## config.mk

```make
export PLATFORM = sky130hd
export DESIGN_NAME = panda_mem_arbiter
export DESIGN_NICKNAME = d
export VERILOG_FILES = /design/src/rtl/panda_pkg.sv /design/src/rtl/panda_mem_arbiter.sv
export SDC_FILE = /design/constraint.sdc
export NUM_CORES = 1
export LEC_CHECK = 0
export BUFFER_PORTS_ARGS = -buffer_cell sky130_fd_sc_hd__clkbuf_2
export CAP_MARGIN = 20
export CORE_AREA = 2 2 106 108
export DETAILED_ROUTE_END_ITERATION = 10
export DIE_AREA = 0 0 108 110
export HOLD_SLACK_MARGIN = 0.12
export PLACE_DENSITY = 0.54
export SLEW_MARGIN = 20
export SYNTH_ARGS = -nofsm -noshare
export SYNTH_HDL_FRONTEND = slang
export SYNTH_SLANG_ARGS = --single-unit
```

## constraint.sdc

```tcl
create_clock -name clk_i -period 4.2 [get_ports clk_i]
set_input_delay 0.21 -clock clk_i [delete_from_list [all_inputs] [get_ports clk_i]]
set_output_delay 0.21 -clock clk_i [all_outputs]
set_load 0.02 [all_outputs]
```

## src/rtl/panda_pkg.sv

```systemverilog
`default_nettype none
// ============================================================================
// Module      : panda_pkg
// Description : Shared types for the PANDA core memory-side blocks. Holds the
//               arbiter FSM state and owner encodings plus a small helper
//               for the saturating starvation counter.
// Revision    : 1.0 - initial release
// ============================================================================
package panda_pkg;

    // Arbiter FSM: IDLE = nothing outstanding, WAIT = one response pending.
    typedef enum logic [0:0] {
        ARB_IDLE = 1'b0,
        ARB_WAIT = 1'b1
    } arb_state_e;

    // Which requester owns the in-flight (or locked) memory request.
    typedef enum logic [0:0] {
        OWNER_INSTR = 1'b0,
        OWNER_DATA  = 1'b1
    } arb_owner_e;

    localparam int unsigned STARVE_W = 4;

    // Increment that sticks at the given ceiling.
    function automatic logic [STARVE_W-1:0] sat_inc(
        input logic [STARVE_W-1:0] value,
        input logic [STARVE_W-1:0] ceiling
    );
        return (value >= ceiling) ? ceiling : value + 4'd1;
    endfunction

endpackage : panda_pkg
`default_nettype wire

```

## src/rtl/panda_mem_arbiter.sv

```systemverilog
`default_nettype none
// ============================================================================
// Module      : panda_mem_arbiter
// Description : Two-requester arbiter (instruction fetch / load-store) in
//               front of a single-port memory. One transaction in flight at
//               a time. Data wins by default; instruction fetch is promoted
//               once it has watched STARVE_LIMIT data grants go by.
// Ports       : clk_i, rst_i               - clock, synchronous active-high reset
//               instr_req/addr_i           - fetch request in
//               instr_gnt/rvalid/rdata_o   - fetch handshake/response out
//               data_req/addr/we/wdata_i   - load/store request in
//               data_gnt/rvalid/rdata_o    - load/store handshake/response out
//               mem_req/addr/we/wdata_o    - shared memory request out
//               mem_gnt/rvalid/rdata_i     - shared memory handshake/response in
// Revision    : 1.0 - initial release
// ============================================================================
module panda_mem_arbiter
    import panda_pkg::*;
#(
    parameter int unsigned STARVE_LIMIT = 4
) (
    input  logic        clk_i,
    input  logic        rst_i,

    input  logic        instr_req_i,
    input  logic [31:0] instr_addr_i,
    output logic        instr_gnt_o,
    output logic        instr_rvalid_o,
    output logic [31:0] instr_rdata_o,

    input  logic        data_req_i,
    input  logic [31:0] data_addr_i,
    input  logic [3:0]  data_we_i,
    input  logic [31:0] data_wdata_i,
    output logic        data_gnt_o,
    output logic        data_rvalid_o,
    output logic [31:0] data_rdata_o,

    output logic        mem_req_o,
    output logic [31:0] mem_addr_o,
    output logic [3:0]  mem_we_o,
    output logic [31:0] mem_wdata_o,
    input  logic        mem_gnt_i,
    input  logic        mem_rvalid_i,
    input  logic [31:0] mem_rdata_i
);

    localparam logic [STARVE_W-1:0] STARVE_MAX = STARVE_W'(STARVE_LIMIT);

    arb_state_e          state_q, state_d;
    arb_owner_e          owner_q, owner_d;
    logic                lock_q, lock_d;
    arb_owner_e          lock_owner_q, lock_owner_d;
    logic [STARVE_W-1:0] starve_q, starve_d;

    arb_owner_e sel;
    logic       sel_req;
    logic       idle_active;
    logic       grant;
    logic       resp;

    // ------------------------------------------------------------------
    // Requester selection. A request that was presented but not yet
    // granted keeps the bus: otherwise the address could change under a
    // memory that is part-way through accepting it.
    // ------------------------------------------------------------------
    always_comb begin
        sel     = OWNER_INSTR;
        sel_req = instr_req_i;
        if (lock_q) begin
            sel     = lock_owner_q;
            sel_req = (lock_owner_q == OWNER_DATA) ? data_req_i : instr_req_i;
        end else if (data_req_i && !((starve_q == STARVE_MAX) && instr_req_i)) begin
            sel     = OWNER_DATA;
            sel_req = 1'b1;
        end
    end

    // Reset gates the outputs directly so nothing leaks out during the
    // reset cycle even though the state registers update on the edge.
    assign idle_active = !rst_i && (state_q == ARB_IDLE);
    assign resp        = !rst_i && (state_q == ARB_WAIT) && mem_rvalid_i;

    assign mem_req_o   = idle_active && sel_req;
    assign grant       = mem_req_o && mem_gnt_i;

    assign mem_addr_o  = (sel == OWNER_DATA) ? data_addr_i  : instr_addr_i;
    assign mem_we_o    = (sel == OWNER_DATA) ? data_we_i    : 4'b0000;
    assign mem_wdata_o = (sel == OWNER_DATA) ? data_wdata_i : 32'd0;

    assign instr_gnt_o = grant && (sel == OWNER_INSTR);
    assign data_gnt_o  = grant && (sel == OWNER_DATA);

    // Response is steered by owner only; read data is broadcast.
    assign instr_rvalid_o = resp && (owner_q == OWNER_INSTR);
    assign data_rvalid_o  = resp && (owner_q == OWNER_DATA);
    assign instr_rdata_o  = mem_rdata_i;
    assign data_rdata_o   = mem_rdata_i;

    // ------------------------------------------------------------------
    // Next-state logic
    // ------------------------------------------------------------------
    always_comb begin
        state_d      = state_q;
        owner_d      = owner_q;
        lock_d       = lock_q;
        lock_owner_d = lock_owner_q;
        starve_d     = starve_q;

        case (state_q)
            ARB_IDLE: begin
                if (grant) begin
                    state_d = ARB_WAIT;
                    owner_d = sel;
                    lock_d  = 1'b0;
                    if (sel == OWNER_INSTR) begin
                        starve_d = '0;
                    end else if (instr_req_i) begin
                        starve_d = sat_inc(starve_q, STARVE_MAX);
                    end
                end else if (mem_req_o) begin
                    lock_d       = 1'b1;
                    lock_owner_d = sel;
                end else begin
                    lock_d = 1'b0;
                end
            end
            ARB_WAIT: begin
                if (mem_rvalid_i) begin
                    state_d = ARB_IDLE;
                end
            end
            default: state_d = ARB_IDLE;
        endcase
    end

    always_ff @(posedge clk_i) begin
        if (rst_i) begin
            state_q      <= ARB_IDLE;
            owner_q      <= OWNER_INSTR;
            lock_q       <= 1'b0;
            lock_owner_q <= OWNER_INSTR;
            starve_q     <= '0;
        end else begin
            state_q      <= state_d;
            owner_q      <= owner_d;
            lock_q       <= lock_d;
            lock_owner_q <= lock_owner_d;
            starve_q     <= starve_d;
        end
    end

endmodule : panda_mem_arbiter
`default_nettype wire

```

# Word level (Yosys, flattened, before mapping)
# Cells that the tools add are included.
[op_classes] n_addsub=1 order_cmp=1 bitwise=4 n_eq_ne=2 muxes=16 reduce_logical=16
[op_table] op="2-to-1 mux 32 bit" count=2
[op_table] op="2-to-1 mux 4 bit" count=4
[op_table] op="logical AND 1 bit" count=11
[op_table] op="2-to-1 mux 1 bit" count=9
[op_table] op="AND reduction 3 bit" count=2
[op_table] op="adder 4 x 1 -> 4 bit, second input constant" count=1
[op_table] op="equality test 4 x 3 -> 1 bit, second input constant" count=1
[op_table] op=">= comparator 4 x 3 -> 1 bit, second input constant" count=1
[op_table] op="inverter 1 bit" count=4
[op_table] op="zero test 1 bit" count=2
[op_table] op="!= test 2 bit, second input constant" count=1
[op_table] op="case mux 1 bit (2 select lines)" count=1
[op_table] op="AND reduction 2 bit" count=1
[totals] output_inout_bits=137 reg_bits=8 elab_cells=45 in_bits=138

# Logic depth before layout (Yosys ltp)
[logic_depth] word_depth=10 ltp_mapped=7 ltp_nobuf=6

# Least setup slack after synthesis
# Ideal clock, no wire load.
[synth_path] path_type="register -> output" start="reg state_q" end="out instr_gnt_o" t_required_ns=3.990 setup_slack_ns=2.469 path_buffers=0 path_stages_with_launch=4 arrival_time_ns=1.521 cell_sequence="dfxtp_1 or2_1 a211oi_1 and3_1"
[synth_via] elab_chain_len=5
[synth_rtl] item="start, declared" line_no="panda_mem_arbiter.sv:50" text="arb_state_e state_q, state_d;"
[synth_rtl] item="start signal, assigned" line_no="panda_mem_arbiter.sv:145" text="state_q <= state_d;"
[synth_rtl] item="inverter 1 bit (no line)"
[synth_rtl] item="logical AND 1 bit" line_no="panda_mem_arbiter.sv:81" text="assign idle_active = !rst_i && (state_q == ARB_IDLE);"
[synth_rtl] item="logical AND 1 bit" line_no="panda_mem_arbiter.sv:84" text="assign mem_req_o = idle_active && sel_req;"
[synth_rtl] item="via mem_req_o" line_no="panda_mem_arbiter.sv:39" text="output logic mem_req_o,"
[synth_rtl] item="logical AND 1 bit" line_no="panda_mem_arbiter.sv:85" text="assign grant = mem_req_o && mem_gnt_i;"
[synth_rtl] item="logical AND 1 bit" line_no="panda_mem_arbiter.sv:91" text="assign instr_gnt_o = grant && (sel == OWNER_INSTR);"
[synth_rtl] item="end, declared" line_no="panda_mem_arbiter.sv:27" text="output logic instr_gnt_o,"
# The timed path passes the listed nets, and every way through them passes these cells.

# Worst setup path in the final report
[layout_path] start="reg starve_q[0]" end="out mem_addr_o[30]"
[layout_via] elab_chain_len=7
[layout_rtl] item="start, declared" line_no="panda_mem_arbiter.sv:54" text="logic [STARVE_W-1:0] starve_q, starve_d;"
[layout_rtl] item="start signal, assigned" line_no="panda_mem_arbiter.sv:149" text="starve_q <= starve_d;"
[layout_rtl] item="equality test 4 x 3 -> 1 bit" line_no="panda_mem_arbiter.sv:73" text="end else if (data_req_i && !((starve_q == STARVE_MAX) && instr_req_i)) begin"
[layout_rtl] item="logical AND 1 bit" line_no="panda_mem_arbiter.sv:73"
[layout_rtl] item="zero test 1 bit" line_no="panda_mem_arbiter.sv:73"
[layout_rtl] item="logical AND 1 bit" line_no="panda_mem_arbiter.sv:73"
[layout_rtl] item="2-to-1 mux 1 bit" line_no="panda_mem_arbiter.sv:73"
[layout_rtl] item="2-to-1 mux 1 bit" line_no="panda_mem_arbiter.sv:70" text="if (lock_q) begin"
[layout_rtl] item="2-to-1 mux 32 bit" line_no="panda_mem_arbiter.sv:87" text="assign mem_addr_o = (sel == OWNER_DATA) ? data_addr_i : instr_addr_i;"
[layout_rtl] item="end, declared" line_no="panda_mem_arbiter.sv:40" text="output logic [31:0] mem_addr_o,"
# No other way between the ends.

==> flow_metrics.tcl <==
set metrics [dict create \
    cts_root_buf "clkbuf_8" \
    finalSetupViolCount 0 \
    gp_congestion 0.808 \
    min_from "mem_rvalid_i" \
    grt_pass1_vias 1402 \
    period_share_pct 67.9 \
    antenna_cells 0 \
    cp-start-kind "register" \
    yosysTopAreaCell "buf_4" \
    fin_setup_tns_ns 0 \
    ys_ff_latch 8 \
    hold_depth 2 \
    first_iter_violations 13 \
    worstPathArrival_ns 2.64 \
    drive_gt1_share_pct 71.6 \
    antenna_found_initial 0 \
    p_clk_share_pct 20.4 \
    ys_warn_count 0 \
    timing.fmax_ghz 0.351 \
    fin_area_um2 2160 \
    synthCells 191 \
    rsz0062_at_grt "no" \
    power_leakage_nw 1.17 \
    die_h_um 110 \
    vias 1604 \
    r2r-end "owner_q" \
    ys_types 30 \
    cts_buffers 3 \
    wl_mm 4.91 \
    wl_per_cell_um 11.1 \
    grt_pass1_wl_mm 6.62 \
    relSlewSlack_pct 36.9 \
    synth_nets 331 \
    syn_area_um2 1560 \
    wl_met2_mm 2.56 \
    place_area_um2 2110 \
    r2r-start "starve_q[0]" \
    drc 0 \
    endpoint "mem_addr_o[30]" \
    synth_edf_count 0 \
    synthToLayoutAreaGrowth_pct 38.0 \
    pin_count 275 \
    hpwl_mm 4.40 \
    htree_levels 1 \
    min_period_ns 2.85 \
    clock_sinks 8 \
    drt-met1-wl_mm 1.62 \
    postRouteAntennaNets 0 \
    hold_slack_ns 0.197 \
    drv_slew 0 \
    status "finished clean" \
    path_clk_slew_ns 0.04 \
    firstDrtPassIters 4 \
    grt_usage_pct 7.08 \
    clock_path_buffers 2 \
    postCtsSetupBuffers 0 \
    hold_buffers 0 \
    crit_path_max_fanout 30 \
    power.total_mw 0.444 \
    tightestPinTransition_ns 0.944 \
    fillers 1214 \
    netlist_top_cells_count "buf_4, nor2b_1, mux2_2" \
    hp-class "in -> reg" \
    avgSynthCellArea_um2 8.18 \
    finClkSkew_ns 0.000496 \
    nets 445 \
    grt_start_max_net_pins 31 \
    r2r_slack_ns 1.84 \
    yosysTopAreaCellShare_pct 32.2 \
    yosysMostFrequentCell "buf_4" \
    worst_ep_required_time_ns 3.99 \
    power_switching_mw 0.181 \
    power_density_nw_per_um2 206 \
    dr_wl_met3_um 584 \
    initial_core_util_pct 14.6 \
    top_layer "met4" \
    power.share.switching_pct 40.8 \
    cts_resized 0 \
    design.core.area_um2 10700 \
    placementRows 38 \
    synthTopCellsByArea "buf_4, mux2_2, nor2b_1, dfxtp_1, inv_1" \
    path_class "reg -> out" \
    port_buffers 178 \
    ir_drop_mv 0.0514 \
    ys_seq_area_share_pct 10.2 \
    power_frac_seq_pct 18.7 \
    insertion_delay_ns 0.22 \
    maxCapViolCount 0 \
    die_w_um 108 \
    synth-main-ff-cell "dfxtp_1" \
    r2r.worst_path.cells 7 \
    die-area_um2 11900 \
    grt.overflow.total 0 \
    combPwrFrac_pct 60.9 \
    routed_via_density 3.62 \
    critPathLaunch "starve_q[0]" \
    finalHoldViolations 0 \
    end_kind "output port" \
    internal_power_mw 0.263 \
    cts_tree "yes" \
    async_flop_share_pct 0 \
]
==> critical path: stages (launching register included) <==
cell	delay, ns
dfxtp_1	0.33
inv_1	0.06
ha_1	0.14
nand4b_1	0.14
a21oi_4	0.78
buf_4	0.44
mux2_2	0.37
clkbuf_2	0.15
==> layer usage <==
metal	vias up	track usage [%]
li1	786	-
met1	685	7.31
met2	119	12.8
met3	14	2.06
met4	0	4.12
met5	-	0
==> how the worst min path moves through the flow <==
stage                       endpoint  slack [ns]
finish                       state_q        0.20
global route                 state_q        0.22
CTS                          state_q        0.19
detailed placement  data_rdata_o[10]        0.42
global placement    data_rdata_o[10]        0.42
floorplan                starve_q[1]        0.28
==> per-stage QoR <==
stage | utilization [%] | setup slack [ns] | instances
finish | 20.2 | 1.35 | 443
global route | 20.2 | 1.10 | 443
CTS | 20.2 | 1.26 | 443
detailed placement | 19.8 | 1.51 | 440
global placement | 19.8 | 1.61 | 440
floorplan | - | 2.47 | 191
==> power by group through the flow <==
stage | Clock, mW | Sequential (mW) | Combinational, mW
6_report | 0.0903 | 0.0829 | 0.270
3_5_place_dp | 0 | 0.0841 | 0.274
5_1_grt | 0.0987 | 0.0834 | 0.293
3_3_place_gp | 0 | 0.0840 | 0.272
2_1_floorplan | 0 | 0.0832 | 0.256
4_1_cts | 0.0946 | 0.0828 | 0.275
==> layout by cell type (no fill, tap or decap), drive strengths merged <==
cell,instances
mux2,32
nand2b,1
dfxtp,8
a221oi,1
buf,2
o21ai,2
or2,1
a32o,1
nor2b,38
a211oi,3
nor4b,1
mux2i,1
a22o,1
a21o,1
a21oi,2
or3,1
inv,7
clkbuf,181
o2111ai,1
nand4b,1
and3,1
ha,2
a2111o,1
nor2,7
and2b,1
and2,3
nand2,2
==> state kept, by name (all words and copies together) (netlist names) <==
name	count
lock_owner_q	1
lock_q	1
owner_q	1
starve_q	4
state_q	1
==> cells by family (layout without fill, tap and decap cells) <==
group                      after synthesis  after routing  share of synthesized area (%)
AOI/OAI and AO/OA                       13             13                           6.97
adders and majority gates                2              2                           1.60
buffers and inverters                   78            190                           35.5
DFF                                      8              8                           10.2
muxes                                   33             33                           23.7
and+or+nand+nor                         57             57                           21.9
==> cell type report <==
type	count	area, um2	area share [%]
clock buffer	3	41.3	1.92
inverter	7	26.3	1.22
multi-input combinational	105	847	39.3
sequential	8	160	7.43
tap	140	175	8.13
timing repair buffer	180	906	42.0
Power figures use the tool's default switching activity.
